### config.mk
export PLATFORM = sky130hd
export DESIGN_NAME = shift_arbiter
export DESIGN_NICKNAME = d
export VERILOG_FILES = /design/src/rtl/shift_arbiter.sv
export SDC_FILE = /design/constraint.sdc
export NUM_CORES = 1
export LEC_CHECK = 0
export CAP_MARGIN = 20
export CELL_PAD_IN_SITES_DETAIL_PLACEMENT = 0
export CELL_PAD_IN_SITES_GLOBAL_PLACEMENT = 2
export CORE_MARGIN = 5
export CORE_UTILIZATION = 27
export CTS_CLUSTER_SIZE = 14
export DETAILED_ROUTE_END_ITERATION = 8
export GPL_ROUTABILITY_DRIVEN = 0
export PLACE_DENSITY_LB_ADDON = 0.3
export SETUP_SLACK_MARGIN = 0.3
export SYNTH_ARGS = -nofsm -noshare
export SYNTH_HDL_FRONTEND = slang
export SYNTH_SLANG_ARGS = --single-unit
### constraint.sdc
create_clock -name clk -period 2.9 [get_ports clk]
set_input_delay 0.87 -clock clk [delete_from_list [all_inputs] [get_ports clk]]
set_output_delay 0.87 -clock clk [all_outputs]
set_load 0.03 [all_outputs]
### src/rtl/shift_arbiter.sv
// Two-lane round-robin arbiter feeding a shared 32-bit SRL/SLL/SRA unit with one registered output slot.
// Optional saturating grant/conflict counters are built when SHIFT_ARB_STATS_EN is defined.
module shift_arbiter #(
    parameter int TAG_W  = 6,
    parameter int STAT_W = 16
) (
    input  logic              clk,
    input  logic              rst,
    input  logic              flush,
    input  logic              req_valid_0,
    input  logic              req_valid_1,
    output logic              req_ready_0,
    output logic              req_ready_1,
    input  logic [1:0]        req_op_0,
    input  logic [1:0]        req_op_1,
    input  logic [31:0]       req_a_0,
    input  logic [31:0]       req_a_1,
    input  logic [31:0]       req_b_0,
    input  logic [31:0]       req_b_1,
    input  logic [TAG_W-1:0]  req_tag_0,
    input  logic [TAG_W-1:0]  req_tag_1,
    output logic              res_valid,
    input  logic              res_ready,
    output logic [31:0]       res_data,
    output logic [TAG_W-1:0]  res_tag,
    output logic              res_lane,
    output logic              res_illegal,
    output logic [STAT_W-1:0] stat_grant_0,
    output logic [STAT_W-1:0] stat_grant_1,
    output logic [STAT_W-1:0] stat_conflict
);

    logic             prio;
    logic             can_accept;
    logic             gnt_0, gnt_1, gnt, sel;
    logic [1:0]       op;
    logic [31:0]      a;
    logic [4:0]       amt;
    logic [TAG_W-1:0] tag;
    logic [31:0]      shres;
    logic             illegal;
    logic             unused_b;

    assign unused_b = ^{req_b_0[31:5], req_b_1[31:5]};

    // Grants are masked during reset so nothing is handed out while state is being cleared.
    assign can_accept  = !flush && (!res_valid || res_ready);
    assign gnt_0       = !rst && can_accept && req_valid_0 && (!req_valid_1 || !prio);
    assign gnt_1       = !rst && can_accept && req_valid_1 && (!req_valid_0 || prio);
    assign gnt         = gnt_0 || gnt_1;
    assign sel         = gnt_1;
    assign req_ready_0 = gnt_0;
    assign req_ready_1 = gnt_1;

    always_comb begin
        op      = sel ? req_op_1  : req_op_0;
        a       = sel ? req_a_1   : req_a_0;
        amt     = sel ? req_b_1[4:0] : req_b_0[4:0];
        tag     = sel ? req_tag_1 : req_tag_0;
        shres   = 32'd0;
        illegal = 1'b0;
        case (op)
            2'b00:   shres = a >> amt;
            2'b10:   shres = a << amt;
            2'b01:   shres = $signed(a) >>> amt;
            default: illegal = 1'b1;
        endcase
    end

    always_ff @(posedge clk) begin
        if (rst) begin
            res_valid   <= 1'b0;
            res_data    <= '0;
            res_tag     <= '0;
            res_lane    <= 1'b0;
            res_illegal <= 1'b0;
            prio        <= 1'b0;
        end else if (flush) begin
            res_valid <= 1'b0;
        end else if (gnt) begin
            res_valid   <= 1'b1;
            res_data    <= shres;
            res_tag     <= tag;
            res_lane    <= sel;
            res_illegal <= illegal;
            prio        <= ~sel;
        end else if (res_valid && res_ready) begin
            res_valid <= 1'b0;
        end
    end

`ifdef SHIFT_ARB_STATS_EN
    logic [STAT_W-1:0] cnt_g0, cnt_g1, cnt_cf;

    always_ff @(posedge clk) begin
        if (rst) begin
            cnt_g0 <= '0;
            cnt_g1 <= '0;
            cnt_cf <= '0;
        end else begin
            if (gnt_0 && cnt_g0 != '1) cnt_g0 <= cnt_g0 + 1'b1;
            if (gnt_1 && cnt_g1 != '1) cnt_g1 <= cnt_g1 + 1'b1;
            if (gnt && req_valid_0 && req_valid_1 && cnt_cf != '1) cnt_cf <= cnt_cf + 1'b1;
        end
    end

    assign stat_grant_0  = cnt_g0;
    assign stat_grant_1  = cnt_g1;
    assign stat_conflict = cnt_cf;
`else
    assign stat_grant_0  = '0;
    assign stat_grant_1  = '0;
    assign stat_conflict = '0;
`endif

endmodule

==> results.sh <==
export IMPL_status="complete, no violations"
export IMPL_htree_levels=2
export IMPL_routed_via_density=5.54
export IMPL_synth_area_leaders="mux4_2 (20%), mux2i_1 (14%), dfxtp_1 (9.5%)"
export IMPL_cts_buffers=5
export IMPL_grt_pass1_vias=11197
export IMPL_synthCells=1018
export IMPL_r2r_start="prio"
export IMPL_synth_seq_cells=42
export IMPL_cp_arrival_ps=3020
export IMPL_period_minus_slack_ps=2830
export IMPL_die_w_um=192
export IMPL_grt_use_total_pct=24.3
export IMPL_r2r_slack_ps=350
export IMPL_synth_edf_count=0
export IMPL_report_final_slew_viol_count=0
export IMPL_finalWorstSetupSlack_ps=65.9
export IMPL_final_hold_viol_count=0
export IMPL_dieArea_mm2=0.0367
export IMPL_place_ws_ps=-765
export IMPL_fp_dieH_um=192
export IMPL_netlist_top_cell_by_area="mux4_2"
export IMPL_powerDensity_mw_per_mm2=265
export IMPL_dp_hpwl_um=36000
export IMPL_worstHoldPathType="flip-flop to flip-flop"
export IMPL_async_flop_share_pct=0
export IMPL_rsz0062_at_grt="true"
export IMPL_p_leak_nw=6.77
export IMPL_drt_iter0_markers=900
export IMPL_reg2regPathDepth=14
export IMPL_drt_wl_total_um=46300
export IMPL_critPathCaptureType="flip-flop"
export IMPL_cts_tree="done"
export IMPL_setup_violations_final=0
export IMPL_criticalPathCategory="primary input to flip-flop"
export IMPL_grt_max_degree=23
export IMPL_r2r_end="res_data[2]"
export IMPL_whs_endpoint="res_tag[5]"
export IMPL_nets=1699
export IMPL_vias=11034
export IMPL_synth_top_area_share_pct=20.3
export IMPL_syn_to_final_growth_pct=82.0
export IMPL_rows=66
export IMPL_avgSynthCellArea_um2=8.74
export IMPL_ys_types=86
export IMPL_hold_start="res_tag[5]"
export IMPL_layout_common_cells="buf_4 (377), mux2i_1 (94), nand2_1 (82), mux4_2 (82), clkdlybuf4s50_1 (69)"
export IMPL_cp_required_ps=3090
export IMPL_cts_sinks=42
export IMPL_antenna_found_initial=0
export IMPL_final_core_util_pct=49.8
export IMPL_hold_depth=2
export IMPL_post_route_period_util_pct=97.7
export IMPL_overflow=0
export IMPL_startpoint_type="primary input"
export IMPL_skew_ps=7.25
export IMPL_layout_drive_gt1_share_pct=55.4
export IMPL_seq_area_frac_synth_pct=9.45
export IMPL_grt_pass1_wl_um=68800
export IMPL_drc=0
export IMPL_core_region_area_mm2=0.0325
export IMPL_portBuffers=138
export IMPL_maxCapViolations=0
export IMPL_synth_warnings=0
export IMPL_max_vdd_ir_drop_uv=238
export IMPL_max_freq_mhz=353
export IMPL_start_util_pct=27.3
export IMPL_total_power_mw=4.29
export IMPL_synth_ff_type="dfxtp_1"
export IMPL_clk_latency_ps=300
export IMPL_n_antenna_cell=0
export IMPL_synth_area_mm2=0.00890
export IMPL_drtPass1Iterations=7
export IMPL_layout_commonest_cell="buf_4"
export IMPL_cts_buffer_depth=2
export IMPL_io_pins=241
export IMPL_routedWlPerCell_um=23.2
export IMPL_crit_fanout=7
export IMPL_clk_pin_slew_worst_paths_ps=60
export IMPL_clockRootBuffer="clkbuf_16"
export IMPL_ant_nets=0
## routing by layer
| layer | global-route usage, % | vias up | share of wire [%] |
|---|---|---|---|
| li1 | - | 5004 | - |
| met4 | 9.17 | 0 | 4.3 |
| met5 | 0 | - | 0 |
| met2 | 41.7 | 482 | 49 |
| met3 | 2.41 | 104 | 5.8 |
| met1 | 31.5 | 5444 | 41 |
## layout make-up
class                      count  area [um^2]
fill                        3129        16300
multi-input combinational    870         8770
timing repair buffer         622         5810
sequential                    42          841
tap                          442          553
clock buffer                   5          125
inverter                       8         42.5
clock inverter                 3         40.0
## worst max-delay path by stage
| stage | from | endpoint | depth (start not counted) |
|---|---|---|---|
| floorplan | rst | res_data[9] | 7 |
| global placement | rst | res_data[2] | 11 |
| detailed placement | rst | res_data[2] | 11 |
| CTS | flush | res_data[2] | 11 |
| global route | flush | res_data[21] | 12 |
| finish | res_ready | res_data[2] | 15 |
## sequential cells by signal, summed over array words and instances, names as in the netlist
register     cells
res_illegal      1
res_valid        1
res_lane         1
res_tag          6
prio             1
res_data        32
## logic make-up after synthesis
family / after synthesis / share of synthesized area [%]
compound gates: 285 / 23.0
simple gates: 273 / 14.4
mux: 263 / 42.4
buf+inv: 154 / 10.6
flops: 42 / 9.45
other cells: 1 / 0.0422
## metrics by stage
stage          setup TNS (ps)  instances  cell area [um^2]  hold WS (ps)
2_1_floorplan               0       1065              9370           489
3_3_place_gp           -21270       1889             13400           442
3_5_place_dp           -22170       1889             13400           444
4_1_cts                     0       1972             15700           457
5_1_grt                     0       1992             16200           477
6_report                    0       1992             16200           451
## Yosys cell counts, types with 5 or more instances
library cell  number
o22ai_1           10
nand3_1           31
a22oi_1           13
a22o_1             7
a211o_1            5
o31ai_1           10
mux4_2            80
a211oi_1          17
a32o_1             8
o32ai_1            5
mux2_2            58
nor2_1            74
o21ai_0           40
o211ai_1          17
inv_1              5
clkbuf_1          28
buf_6             10
nand2b_1           7
buf_4             58
buf_2             41
nor2b_1            9
mux2i_1          120
dfxtp_1           42
a21oi_1           70
a221oi_1          12
nor3_1            25
buf_1              6
a21o_1             7
a31oi_1           10
nand2_1           89
and2_1             7
## worst max-delay path, stage by stage
cell	delay, ps
buf_6	90
nand2b_4	140
nand4_4	120
buf_6	140
inv_8	40
buf_12	140
buf_8	120
a21oi_4	210
buf_12	160
buf_4	120
buf_4	120
nor2_1	40
o21ai_0	150
o211ai_1	220
a32o_1	320
## report_power, final
group	switching [mW]	internal, mW	leakage [nW]
clock	0.258	0.404	0.0836
combinational	1.53	1.48	6.34
sequential	0.0194	0.609	0.342
total	1.81	2.49	6.77
## what timing repair did
item,CTS,global route
setup buffers,65,19
gates cloned,10,1
pin swaps,93,62
hold buffers,0,0
gates resized for setup,385,95
endpoints found under the setup margin,35,35
(Power assumes the default switching activity.)
